$ cat src/rtl/grade_display_sequencer_if.sv
// Switch/display bundle between the grade sequencer and its environment.
// The master side drives switches and observes the classifier-facing outputs.
interface grade_display_sequencer_if #(
  parameter int unsigned NSLOTS = 8
);
  localparam int unsigned SW = $clog2(NSLOTS);
  localparam int unsigned CW = $clog2(NSLOTS + 1);

  logic [3:0]    grade_in;
  logic          load;
  logic          clear;
  logic          run;
  logic [3:0]    nota_out;
  logic          show_status;
  logic [SW-1:0] slot_out;
  logic [CW-1:0] count_out;
  logic          full;
  logic          err;

  modport master (
    output grade_in, load, clear, run,
    input  nota_out, show_status, slot_out, count_out, full, err
  );

  modport slave (
    input  grade_in, load, clear, run,
    output nota_out, show_status, slot_out, count_out, full, err
  );
endinterface

$ cat src/rtl/grade_display_sequencer.sv
// Stores up to NSLOTS grades and, while run is high, rotates the classifier
// through each entry: numeric grade for DWELL cycles, then status for DWELL.
module grade_display_sequencer #(
  parameter int unsigned NSLOTS = 8,
  parameter int unsigned DWELL  = 4
) (
  input  logic                       clk_2,
  input  logic                       reset,
  grade_display_sequencer_if.slave   bus
);
  localparam int unsigned SW = $clog2(NSLOTS);
  localparam int unsigned CW = $clog2(NSLOTS + 1);
  localparam int unsigned DW = (DWELL > 1) ? $clog2(DWELL) : 1;

  typedef enum logic [1:0] {
    IDLE,
    SHOW_GRADE,
    SHOW_STATUS
  } state_t;

  state_t        r_state;
  state_t        w_state_next;
  logic [3:0]    r_mem [NSLOTS];
  logic [CW-1:0] r_count;
  logic [SW-1:0] r_slot;
  logic [SW-1:0] w_slot_next;
  logic [DW-1:0] r_dwell;
  logic [DW-1:0] w_dwell_next;
  logic          r_err;
  logic          r_load_prev;
  logic [3:0]    r_nota;
  logic [3:0]    w_nota_next;
  logic          r_show;
  logic          w_show_next;
  logic          w_load_rise;
  logic          w_full;
  logic          w_grade_ok;
  logic          w_dwell_last;
  logic          w_store;

  assign w_load_rise  = bus.load & ~r_load_prev;
  assign w_full       = (r_count == CW'(NSLOTS));
  assign w_grade_ok   = (bus.grade_in <= 4'd9);
  assign w_dwell_last = (r_dwell == DW'(DWELL - 1));
  assign w_store      = ~bus.clear & w_load_rise & w_grade_ok & ~w_full;

  // State register
  always_ff @(posedge clk_2) begin
    if (reset) r_state <= IDLE;
    else       r_state <= w_state_next;
  end

  // Next-state logic; clear and run=0 both abort to IDLE
  always_comb begin
    w_state_next = r_state;
    if (bus.clear) begin
      w_state_next = IDLE;
    end else begin
      unique case (r_state)
        IDLE:        if (bus.run && r_count != '0) w_state_next = SHOW_GRADE;
        SHOW_GRADE:  if (!bus.run) w_state_next = IDLE;
                     else if (w_dwell_last) w_state_next = SHOW_STATUS;
        SHOW_STATUS: if (!bus.run) w_state_next = IDLE;
                     else if (w_dwell_last) w_state_next = SHOW_GRADE;
        default:     w_state_next = IDLE;
      endcase
    end
  end

  // Output logic computed against the next state so the registered outputs
  // line up with the state they describe.
  always_comb begin
    w_dwell_next = '0;
    w_slot_next  = r_slot;
    if (w_state_next == IDLE) begin
      w_slot_next = '0;
    end else if (r_state != IDLE) begin
      w_dwell_next = w_dwell_last ? '0 : r_dwell + DW'(1);
      if (r_state == SHOW_STATUS && w_dwell_last)
        w_slot_next = ((CW'(r_slot) + CW'(1)) == r_count) ? '0 : r_slot + SW'(1);
    end
    w_nota_next = (w_state_next == IDLE) ? bus.grade_in : r_mem[w_slot_next];
    w_show_next = (w_state_next == SHOW_STATUS);
  end

  always_ff @(posedge clk_2) begin
    if (reset) begin
      r_count     <= '0;
      r_slot      <= '0;
      r_dwell     <= '0;
      r_err       <= 1'b0;
      r_nota      <= '0;
      r_show      <= 1'b0;
      r_load_prev <= 1'b1;
    end else begin
      r_load_prev <= bus.load;
      r_slot      <= w_slot_next;
      r_dwell     <= w_dwell_next;
      r_nota      <= w_nota_next;
      r_show      <= w_show_next;
      if (bus.clear) begin
        r_count <= '0;
        r_err   <= 1'b0;
      end else if (w_load_rise) begin
        if (w_store) begin
          r_count <= r_count + CW'(1);
          r_err   <= 1'b0;
        end else begin
          r_err   <= 1'b1;
        end
      end
    end
  end

  always_ff @(posedge clk_2) begin
    if (!reset && w_store) r_mem[r_count[SW-1:0]] <= bus.grade_in;
  end

  assign bus.nota_out    = r_nota;
  assign bus.show_status = r_show;
  assign bus.slot_out    = r_slot;
  assign bus.count_out   = r_count;
  assign bus.full        = w_full;
  assign bus.err         = r_err;
endmodule

$ cat src/flat_wrapper.sv
// flat-port wrapper written by rule: the top's interface ports become plain ports
module grade_display_sequencer_flat 
#(
  parameter int unsigned NSLOTS = 8,
  parameter int unsigned DWELL  = 4
)
  (clk_2, reset, bus_grade_in, bus_load, bus_clear, bus_run, bus_nota_out, bus_show_status, bus_slot_out, bus_count_out, bus_full, bus_err);
  grade_display_sequencer_if #(.NSLOTS(NSLOTS)) bus_i ();
  input  logic clk_2;
  input  logic reset;
  input wire logic [$bits(bus_i.grade_in)-1:0] bus_grade_in;
  input wire logic [$bits(bus_i.load)-1:0] bus_load;
  input wire logic [$bits(bus_i.clear)-1:0] bus_clear;
  input wire logic [$bits(bus_i.run)-1:0] bus_run;
  output wire logic [$bits(bus_i.nota_out)-1:0] bus_nota_out;
  output wire logic [$bits(bus_i.show_status)-1:0] bus_show_status;
  output wire logic [$bits(bus_i.slot_out)-1:0] bus_slot_out;
  output wire logic [$bits(bus_i.count_out)-1:0] bus_count_out;
  output wire logic [$bits(bus_i.full)-1:0] bus_full;
  output wire logic [$bits(bus_i.err)-1:0] bus_err;
  assign bus_i.grade_in = bus_grade_in;
  assign bus_i.load = bus_load;
  assign bus_i.clear = bus_clear;
  assign bus_i.run = bus_run;
  assign bus_nota_out = bus_i.nota_out;
  assign bus_show_status = bus_i.show_status;
  assign bus_slot_out = bus_i.slot_out;
  assign bus_count_out = bus_i.count_out;
  assign bus_full = bus_i.full;
  assign bus_err = bus_i.err;
  grade_display_sequencer #(.NSLOTS(NSLOTS), .DWELL(DWELL)) u_core (.clk_2(clk_2), .reset(reset), .bus(bus_i));
endmodule
$ cat config.mk
export PLATFORM = sky130hd
export DESIGN_NAME = grade_display_sequencer_flat
export DESIGN_NICKNAME = d
export VERILOG_FILES = /design/src/rtl/grade_display_sequencer_if.sv /design/src/rtl/grade_display_sequencer.sv /design/src/flat_wrapper.sv
export SDC_FILE = /design/constraint.sdc
export NUM_CORES = 1
export LEC_CHECK = 0
export ABC_AREA = 1
export BUFFER_PORTS_ARGS = -buffer_cell sky130_fd_sc_hd__buf_2
export CORE_UTILIZATION = 52
export CTS_CLUSTER_SIZE = 12
export DETAILED_ROUTE_END_ITERATION = 10
export PLACE_DENSITY = 0.74
export SLEW_MARGIN = 20
export SYNTH_ARGS = -nofsm -noshare
export SYNTH_HDL_FRONTEND = slang
export SYNTH_SLANG_ARGS = --single-unit
$ cat constraint.sdc
create_clock -name clk_2 -period 2.05 [get_ports clk_2]
set_input_delay 0.1025 -clock clk_2 [delete_from_list [all_inputs] [get_ports clk_2]]
set_output_delay 0.1025 -clock clk_2 [all_outputs]
set_load 0.01 [all_outputs]
==> metrics.csv, run 1 <==
metric,value,unit
Min Hold Slack,0.1218,ns
GRT Residual Overflow,0,
synth unique cells,30,
max-slew violations,0,
worst skew pair latency,0.31,ns
PortBufs,22,
H-Tree Depth,2,
pre-CTS setup slack,0.07131,ns
FF+latch area,1324,sq um
Iter 0 DRT Violations,173,
root buf cell,clkbuf_8,
Startpoint Class,flip-flop,
slew margin rel.,67.62,%
Final GP Congestion,0.8380,
die footprint,4809,sq um
Cell Rows,24,
Routed WL,5.099,mm
Final Util,66.26,%
Worst VDD drop,0.5476,mV
Final ANT Viol Nets,0,
vias,1874,
"EDFF count, synth",32,
instance count of the mapped netlist,263,
worst hold path type,primary input to flip-flop,
area of the multi-input gates,998.5,sq um
"FF+latch count, synth",50,
I/O pins,23,
slowest CP cell,dfxtp_1,
GRT Overall Usage,22.25,%
Die H,69.35,um
critical path class,flip-flop to flip-flop,
outcome,finished clean,
critical path's top delay family,simple AND/OR/NAND/NOR gates,
die width,69.35,um
crit path max fanout,14,
Final #Nets,315,
Ys Warns,0,
worst-margin pin slew,0.4807,ns
fillers,363,
Overall Power,0.001832,W
Tcrit/Tclk final,94.18,%
setup ws final,0.1193,ns
Fin. Hold Viols,0,
Crit path required time,2.26,ns
Crit path buffers/inverters,3,
CP dominant cell by count,nand2_1,
Starting Density,54.17,%
fin cells,355,
Max Fclk,0.5179,GHz
clk slew on worst S/H paths,0.09,ns
RSZ-0062 raised after global routing,yes,
Worst path max stage delay,0.35,ns
ys flop type,edfxtp_1,
Synth top cells by count,"nand2_1 (56), nor2_1 (34), inv_1 (33)",
syn nets,276,
ratio of cells with drive above 1 in the final layout,27.06,%
# diodes,0,
main area contributors after synthesis,"edfxtp_1 (41%), dfxtp_1 (15%), nand2_1 (8.9%), nand3_1 (5.7%), nor2_1 (5.4%)",
WL/cell,14.36,um
DR pass1 iterations,4,
Max Root-Sink Buffers,2,
number of remaining DRC errors,0,
# setup viols final,0,
top cell type's share of synthesized area,40.74,%
"count leader, synth",nand2_1,
Num CTS Buffers,5,
Core Area,4354,sq um
DP Cell Count,344,
DP HPWL,3.529,mm
skew final,0.007274,ns
crit-path cells,"ha_4, nand2_1, nor2_1, o21ai_1, nand2_4, buf_4, inv_1, nor2_4, nand2_1, nand3_1, nand2_1, inv_1",
TritonCTS clock tree,yes,
post-synthesis cell area,2359,sq um
Worst EP arrival,2.14,ns
Syn Area/Cell,8.968,sq um
leading area contributor after synthesis,edfxtp_1,
Layout area overhead,22.33,%
initial antenna violation count,0,
global-route wire length before repair,8.300,mm
CTS sink cnt,50,
CP endpoint kind,flip-flop,
Power Dens Cells,635.0,nW/um^2
post-DR vias/cell,5.279,
Async SR Flop Fraction,0,%
largest net degree at the start of global routing,16,
vias in the first global route,1775,
leakage,1.214,nW
max_cap viols,0,
minimum clock period after layout,1.931,ns
sequential fraction of the synthesis area,56.02,%
## layer usage
metal / vias up / track usage, % / part of all wire (%)
met5: - / 0 / 0
met1: 864 / 30.02 / 44
met4: 0 / 9.297 / 2.4
li1: 940 / - / -
met3: 13 / 4.797 / 5.1
met2: 57 / 34.84 / 48
## metrics by stage
stage / setup TNS, ns / cell area [sq um]
after floorplan: 0 / 2365
after global placement: 0 / 2587
after detailed placement: 0 / 2587
after CTS: 0 / 2708
after global routing: -0.3664 / 2885
final: 0 / 2885
## final cells by class
| cell class | instances | share of cell area, % |
|---|---|---|
| flip-flops and latches | 50 | 45.88 |
| multi-input cells | 169 | 34.61 |
| repair buffers | 36 | 8.239 |
| inverters | 40 | 5.204 |
| clock buffers | 6 | 2.515 |
| well taps | 52 | 2.255 |
| clock inverters | 2 | 1.301 |
## timing repair
action / in CTS / in global routing
setup buffers: 0 / 2
resized for setup: 0 / 32
endpoints found under the hold margin: 1 / 0
setup endpoints to repair: 0 / 37
hold buffers: 1 / 0
## worst paths after layout
| kind | from | end | slack (ns) | cells after the start |
|---|---|---|---|---|
| hold / removal | bus_grade_in[0] | u_core.r_mem[3][0] | 0.12 | 1 |
| hold reg to reg | u_core.r_dwell[0] | u_core.r_dwell[0] | 0.48 | 1 |
| setup / recovery | u_core.r_dwell[0] | u_core.bus.nota_out[0] | 0.12 | 12 |
| setup reg to reg | u_core.r_dwell[0] | u_core.bus.nota_out[0] | 0.12 | 12 |
## logic make-up (layout without fill, tap and decap cells)
group	Yosys count	in the layout	share of synthesized area (%)
adders and majority gates	4	4	2.122
and+or+nand+nor	149	149	29.81
DFF	50	50	56.02
buffers and inverters	44	84	7.851
AOI/OAI and AO/OA	16	16	4.191
## where the power goes
group	switching [W]	total, W	internal (W)	leakage, nW
clock network	0.000323	0.000687	0.000364	0.0514
registers	0.00000195	0.00108	0.00107	0.435
logic	0.0000458	0.0000683	0.0000225	0.728
total	0.000371	0.00183	0.00146	1.21
## layout by cell type, fill, tap and decap left out, types with 3 or more instances in the layout
master,n
a21oi_1,3
inv_2,7
buf_2,22
nor2_4,5
nor2_1,27
nor2_2,3
o21ai_0,3
nand3_1,26
nand4_1,3
nand2_2,7
nand3b_1,9
nand2_1,55
buf_4,11
clkbuf_8,5
inv_1,33
o21ai_1,4
edfxtp_1,32
dfxtp_1,16
## state kept, by name, summed over array words and instances, names as in the netlist
register / cells
u_core.r_mem: 32
u_core.bus.count_out: 4
u_core.bus.nota_out: 4
u_core.bus.slot_out: 3
u_core.r_dwell: 2
u_core.r_state: 2
u_core.bus.err: 1
u_core.bus.show_status: 1
u_core.r_load_prev: 1
(Power assumes the default switching activity.)
==> run 2: changes to the inputs <==
--- a/config.mk
+++ b/config.mk
@@ -7,10 +7,10 @@
 export LEC_CHECK = 0
 export ABC_AREA = 1
 export BUFFER_PORTS_ARGS = -buffer_cell sky130_fd_sc_hd__buf_2
-export CORE_UTILIZATION = 52
+export CORE_UTILIZATION = 58
 export CTS_CLUSTER_SIZE = 12
 export DETAILED_ROUTE_END_ITERATION = 10
-export PLACE_DENSITY = 0.74
+export PLACE_DENSITY = 0.78
 export SLEW_MARGIN = 20
 export SYNTH_ARGS = -nofsm -noshare
 export SYNTH_HDL_FRONTEND = slang
==> constraint.sdc (replaced) <==
create_clock -name clk_2 -period 2 [get_ports clk_2]
set_input_delay 0.1 -clock clk_2 [delete_from_list [all_inputs] [get_ports clk_2]]
set_output_delay 0.1 -clock clk_2 [all_outputs]
set_load 0.01 [all_outputs]
==> run 2 against run 1 <==
  * Sequential power is essentially flat
  * Core utilization grew 11 points
  * Setup slack lost 0.082 ns
  * Register-to-register slack lost 0.08 ns
  * Combinational power grew 3.4%
  * Cell area grew 0.91%
  * Flip-flop and latch count is the same
  * Via count grew 4.1%
  * Critical endpoint is now u_core.r_mem[1][2]
  * Highest routed layer unchanged
==> metrics.csv, run 2 (synthesis gave the netlist of run 1 again) <==
metric,value,unit,change
outcome,finished clean,,
Final #Nets,324,,+2.9%
DP HPWL,3.436,mm,-2.6%
vias,1950,,+4.1%
die footprint,4326,sq um,-10%
critical path class,flip-flop to flip-flop,,
Num CTS Buffers,5,,unchanged
most frequent cells in the layout,"nand2_1 (54), inv_1 (33), edfxtp_1 (32), nor2_1 (27)",,
internal power,0.001371,W,-6.2%
Max Root-Sink Buffers,2,,unchanged
worst skew pair latency,0.30,ns,about the same
Tcrit/Tclk final,98.15,%,+4.0 points
number of remaining DRC errors,0,,unchanged
max_cap viols,0,,unchanged
Overall Power,0.001765,W,-3.7%
Seq pwr share,62.5,%,+3.7 points
die width,65.77,um,-5.2%
post-DR vias/cell,5.417,,+2.6%
# diodes,0,,unchanged
H-Tree Depth,2,,unchanged
clock share of power,33.5,%,-4.0 points
max-slew violations,0,,unchanged
CTS sink cnt,50,,unchanged
Routed WL,5.576,mm,+9.4%
ratio of cells with drive above 1 in the final layout,31.73,%,+4.7 points
minimum clock period after layout,1.963,ns,+0.03225 ns
initial antenna violation count,0,,unchanged
leakage,1.266,nW,+4.3%
P_sw,0.0003947,W,+6.4%
Iter 0 DRT Violations,179,,+3.5%
Startpoint Class,flip-flop,,
# setup viols final,0,,unchanged
TritonCTS clock tree,yes,,
Fin. Hold Viols,0,,unchanged
Min Hold Slack,0.01347,ns,-0.1084 ns
Starting Density,62.54,%,+8.4 points
vias in the first global route,1661,,-6.4%
Max Fclk,0.5094,GHz,-1.6%
crit path max fanout,4,,-10
global-route wire length before repair,7.941,mm,-4.3%
"commonest non-fill, non-tap cell in the layout",nand2_1,,
root buf cell,clkbuf_8,,
Final GP Congestion,0.8448,,+0.81%
Final Util,77.21,%,+11 points
Worst EP arrival,1.99,ns,-0.15 ns
GRT Residual Overflow,0,,unchanged
CTS Hold Bufs,0,,-1
Power Dens Cells,606.3,nW/um^2,-4.5%
WL/cell,15.49,um,+7.8%
Final ANT Viol Nets,0,,unchanged
part of the power in combinational logic,4.0,%,+0.3 points
Die H,65.77,um,-5.2%
max reg flops,32,,unchanged
CP endpoint kind,flip-flop,,
clk slew on worst S/H paths,0.09,ns,about the same
PortBufs,22,,unchanged
Cell Rows,22,,-8.3%
Core Area,3771,sq um,-13%
switch share,22.36,%,+2.1 points
Crit path required time,2.03,ns,-0.23 ns
DR pass1 iterations,5,,+1
worst-margin pin slew,0.3335,ns,-0.1472 ns
skew final,0.005268,ns,-0.002006 ns
I/O pins,23,,unchanged
Worst VDD drop,0.6575,mV,+20%
Layout area overhead,23.45,%,
largest net degree at the start of global routing,17,,+1
slew margin rel.,77.68,%,+10 points
GRT Overall Usage,25.31,%,+3.1 points
worst hold path type,primary input to flip-flop,,
[run 2: changes by cell type in the layout (fill, tap and decap cells not counted), moves of 2 or more]
cell / delta
nand3_1: -4
nor2_2: +4
nand3_2: +4
buf_4: +9
nand2_4: +2
nor2_4: -4
[run 2: layer usage]
layer,part of all wire (%),vias up,wire (um),track usage [%]
li1,-,959,-,-
met1,42,864,2318,35.90
met2,49,112,2708,38.52
met3,8.7,15,485,5.690
met4,1.1,0,63,7.609
met5,0,-,0,0
[run 2: path summary, 6_finish.rpt]
| check | from | to | slack (ns) | cells after the start |
|---|---|---|---|---|
| worst min register to register | u_core.r_dwell[0] | u_core.r_dwell[0] | 0.44 | 1 |
| worst max register to register | u_core.bus.count_out[0] | u_core.r_mem[1][2] | 0.04 | 11 |
| worst max-delay path | u_core.bus.count_out[0] | u_core.r_mem[1][2] | 0.04 | 11 |
| worst min-delay path | bus_load | u_core.r_load_prev | 0.01 | 3 |
[run 2: metrics by stage]
stage                     worst slack [ns]  area (sq um)  std cells  TNS [ns]
final                              0.03701          2912        360         0
after global placement            -0.02884          2600        342  -0.03367
after global routing              -0.06897          2912        360   -0.9098
after floorplan                   0.004466          2367        263         0
after CTS                          0.02478          2734        351         0
after detailed placement          -0.02511          2600        342  -0.04419
[run 2: final cells by class]
type,instances,area [sq um]
tap,48,60.06
clock inverter,3,21.27
sequential,50,1325
timing repair buffer,43,271.5
inverter,40,150.1
fill,233,859.6
multi-input combinational,171,1015
clock buffer,5,68.82
[run 2: power by group through the flow]
| stage | clock, W | sequential (W) | combinational, W |
|---|---|---|---|
| floorplan | 0 | 0.00113 | 0.0000264 |
| global placement | 0 | 0.00113 | 0.0000641 |
| detailed placement | 0 | 0.00113 | 0.0000646 |
| CTS | 0.000601 | 0.00110 | 0.0000650 |
| global route | 0.000637 | 0.00110 | 0.0000773 |
| finish | 0.000591 | 0.00110 | 0.0000706 |
[run 2: what timing repair did]
action / in CTS / in global routing
gates resized for setup: 5 / 25
endpoints found under the setup margin: 4 / 36
gates cloned: 0 / 2
buffers inserted: 1 / 7
pin swaps: 0 / 6
[run 2: critical path: stages (launching register included)]
cell     delay (ns)
dfxtp_1        0.34
inv_1          0.06
ha_1           0.21
nand2_1        0.07
nor2_1         0.04
nor3_1         0.17
and3_4         0.24
inv_1          0.08
nor2_2         0.13
inv_1          0.10
nor2_1         0.11
buf_4          0.15
==> run 3: changes to the inputs <==
--- a/config.mk
+++ b/config.mk
@@ -7,10 +7,10 @@
 export LEC_CHECK = 0
 export ABC_AREA = 1
 export BUFFER_PORTS_ARGS = -buffer_cell sky130_fd_sc_hd__buf_2
-export CORE_UTILIZATION = 58
+export CORE_UTILIZATION = 52
 export CTS_CLUSTER_SIZE = 12
 export DETAILED_ROUTE_END_ITERATION = 10
-export PLACE_DENSITY = 0.78
+export PLACE_DENSITY = 0.74
 export SLEW_MARGIN = 20
 export SYNTH_ARGS = -nofsm -noshare
 export SYNTH_HDL_FRONTEND = slang
==> constraint.sdc (replaced) <==
create_clock -name clk_2 -period 1.8 [get_ports clk_2]
set_input_delay 0.09 -clock clk_2 [delete_from_list [all_inputs] [get_ports clk_2]]
set_output_delay 0.09 -clock clk_2 [all_outputs]
set_load 0.01 [all_outputs]
==> run 3 against run 2 <==
  * Final cell count rose by 6.4%
  * Setup slack worse by 0.11 ns
  * Highest routed layer unchanged
  * Power is 14% higher
  * The run now ends with negative setup slack left
==> metrics.csv, run 3 (synthesis gave the netlist of run 1 again) <==
metric,value,unit,change
Starting Density,54.17,%,-8.4 points
die width,69.35,um,+5.4%
Fin. Hold Viols,0,,unchanged
failing checks,negative setup slack,,
Tcrit/Tclk final,104.2,%,+6.0 points
GRT Overall Usage,24.15,%,-1.2 points
Num CTS Buffers,5,,unchanged
CP endpoint kind,flip-flop,,
CTS sink cnt,50,,unchanged
Max Fclk,0.5332,GHz,+4.7%
Final GP Congestion,0.8541,,+1.1%
clk slew on worst S/H paths,0.09,ns,about the same
Area after DPL,2801,sq um,+7.7%
leakage,1.354,nW,+6.9%
I/O pins,23,,unchanged
RSZ-0062 raised after global routing,yes,,
Crit path required time,2.01,ns,-0.02 ns
worst skew pair latency,0.30,ns,about the same
Core Area,4354,sq um,+15%
number of remaining DRC errors,0,,unchanged
DP HPWL,3.721,mm,+8.3%
DP Cell Count,362,,+5.8%
TritonCTS clock tree,yes,,
setup ws final,-0.07532,ns,-0.1123 ns
RR Startpoint,u_core.bus.slot_out[0],,
root buf cell,clkbuf_8,,
crit path to,u_core.bus.nota_out[0],,
die footprint,4809,sq um,+11%
Worst path max stage delay,0.36,ns,+0.02 ns
worst-margin pin slew,0.3514,ns,+0.01788 ns
vias in the first global route,1882,,+13%
RR Endpoint,u_core.bus.nota_out[0],,
slew margin rel.,76.40,%,-1.3 points
fin cells,383,,+6.4%
GRT Residual Overflow,0,,unchanged
minimum clock period after layout,1.875,ns,-0.08767 ns
most used routing layer,met2,,
FF-to-FF path depth,16,,+5
global routing usage on met2,40.67,%,+2.1 points
H-Tree Depth,2,,unchanged
global-route wire length before repair,8.942,mm,+13%
Reg2Reg Setup Slack,-0.08,ns,-0.11 ns
Iter 0 DRT Violations,156,,-13%
# setup viols final,4,,+4
"commonest non-fill, non-tap cell in the layout",nand2_1,,
WL/cell,14.56,um,-6.0%
largest net degree at the start of global routing,17,,unchanged
most frequent cells in the layout,"nand2_1 (52), buf_4 (33), edfxtp_1 (32), inv_1 (29), nand3_1 (26)",,
crit path max fanout,3,,-1
DR pass1 iterations,4,,-1
Cell Rows,24,,+9.1%
worst hold path type,primary input to flip-flop,,
critical path class,flip-flop to flip-flop,,
max reg flops,32,,unchanged
Layout area overhead,34.85,%,
max_cap viols,0,,unchanged
Routed WL,5.576,mm,unchanged
ratio of cells with drive above 1 in the final layout,38.97,%,+7.2 points
worst setup path startpoint,u_core.bus.slot_out[0],,
crit-path cells,"ha_4, inv_2, nand2_2, nand2_2, nor2_2, nand3_2, nand2_2, buf_4, buf_4, nand3b_1, nand3_1, nand2_1, nand2_1, nand3_1, nand2_1, inv_1",,
max-slew violations,0,,unchanged
slowest CP cell,dfxtp_4,,
Max Root-Sink Buffers,2,,unchanged
Power Dens Cells,631.5,nW/um^2,+4.1%
Final #Nets,343,,+5.9%
Worst VDD drop,0.4457,mV,-32%
post-DR vias/cell,5.258,,-2.9%
initial antenna violation count,0,,unchanged
# diodes,0,,unchanged
Worst EP arrival,2.09,ns,+0.10 ns
Post-Layout Inst Area,3181,sq um,+9.2%
met1 Track Usage GR,31.33,%,-4.6 points
PortBufs,22,,unchanged
Overall Power,0.002008,W,+14%
skew final,0.004090,ns,-0.001178 ns
met3 usage,4.360,%,-1.3 points
Final ANT Viol Nets,0,,unchanged
outcome,"finished, violations left",,
vias,2014,,+3.3%
Startpoint Class,flip-flop,,
Die H,69.35,um,+5.4%
run 3: layout make-up:
| cell class | instances | area (sq um) |
|---|---|---|
| tap | 52 | 65.06 |
| clock inverter | 2 | 16.27 |
| clock buffer | 6 | 82.58 |
| inverter | 40 | 160.2 |
| multi-input combinational | 169 | 1056 |
| timing repair buffer | 64 | 466.7 |
| fill | 295 | 1174 |
| sequential | 50 | 1334 |
run 3: worst min-delay path by stage:
| stage | start | end | slack, ns | cells past startpoint |
|---|---|---|---|---|
| 6_report | bus_clear | u_core.bus.count_out[3] | 0.11 | 4 |
| 5_1_grt | bus_grade_in[0] | u_core.r_mem[1][0] | 0.12 | 1 |
| 4_1_cts | bus_grade_in[0] | u_core.r_mem[6][0] | 0.10 | 1 |
| 3_5_place_dp | bus_load | u_core.r_load_prev | 0.29 | 3 |
| 3_3_place_gp | bus_load | u_core.r_load_prev | 0.29 | 3 |
| 2_1_floorplan | bus_grade_in[0] | u_core.r_mem[0][0] | 0.19 | 0 |
run 3: critical path, delay by kind of cell, from the launching register on:
| family | cells | cell delay, ns |
|---|---|---|
| DFF | 1 | 0.36 |
| adders and majority gates | 1 | 0.27 |
| buffers and inverters | 4 | 0.28 |
| and+or+nand+nor | 11 | 0.86 |
run 3: timing repair:
item	4_1_cts	5_1_grt
gates cloned	1	0
endpoints found under the hold margin	1	0
setup endpoints to repair	37	38
hold buffers	1	0
pin swaps	14	15
gates resized for setup	23	21
buffers inserted	5	6
run 3: where the power goes:
group / internal (W) / switching [W] / total, W
clock: 0.000317 / 0.000380 / 0.000696
sequential: 0.00122 / 0.00000315 / 0.00122
combinational: 0.0000333 / 0.0000558 / 0.0000891
run 3: per-stage QoR:
step	hold WS (ns)	TNS, ns	setup WS (ns)	util (%)
floorplan	0.1889	-0.6037	-0.04986	-
global placement	0.2914	-1.367	-0.07705	64.34
detailed placement	0.2927	-2.109	-0.09972	64.34
CTS	0.1032	-0.1388	-0.04294	70.29
global route	0.1246	-0.7316	-0.1895	73.05
finish	0.1055	-0.1567	-0.07532	73.05
run 3: per-layer routing:
| metal | share of wire (%) | vias up |
|---|---|---|
| li1 | - | 991 |
| met1 | 43 | 946 |
| met2 | 50 | 59 |
| met3 | 4.1 | 18 |
| met4 | 2.9 | 0 |
| met5 | 0 | - |
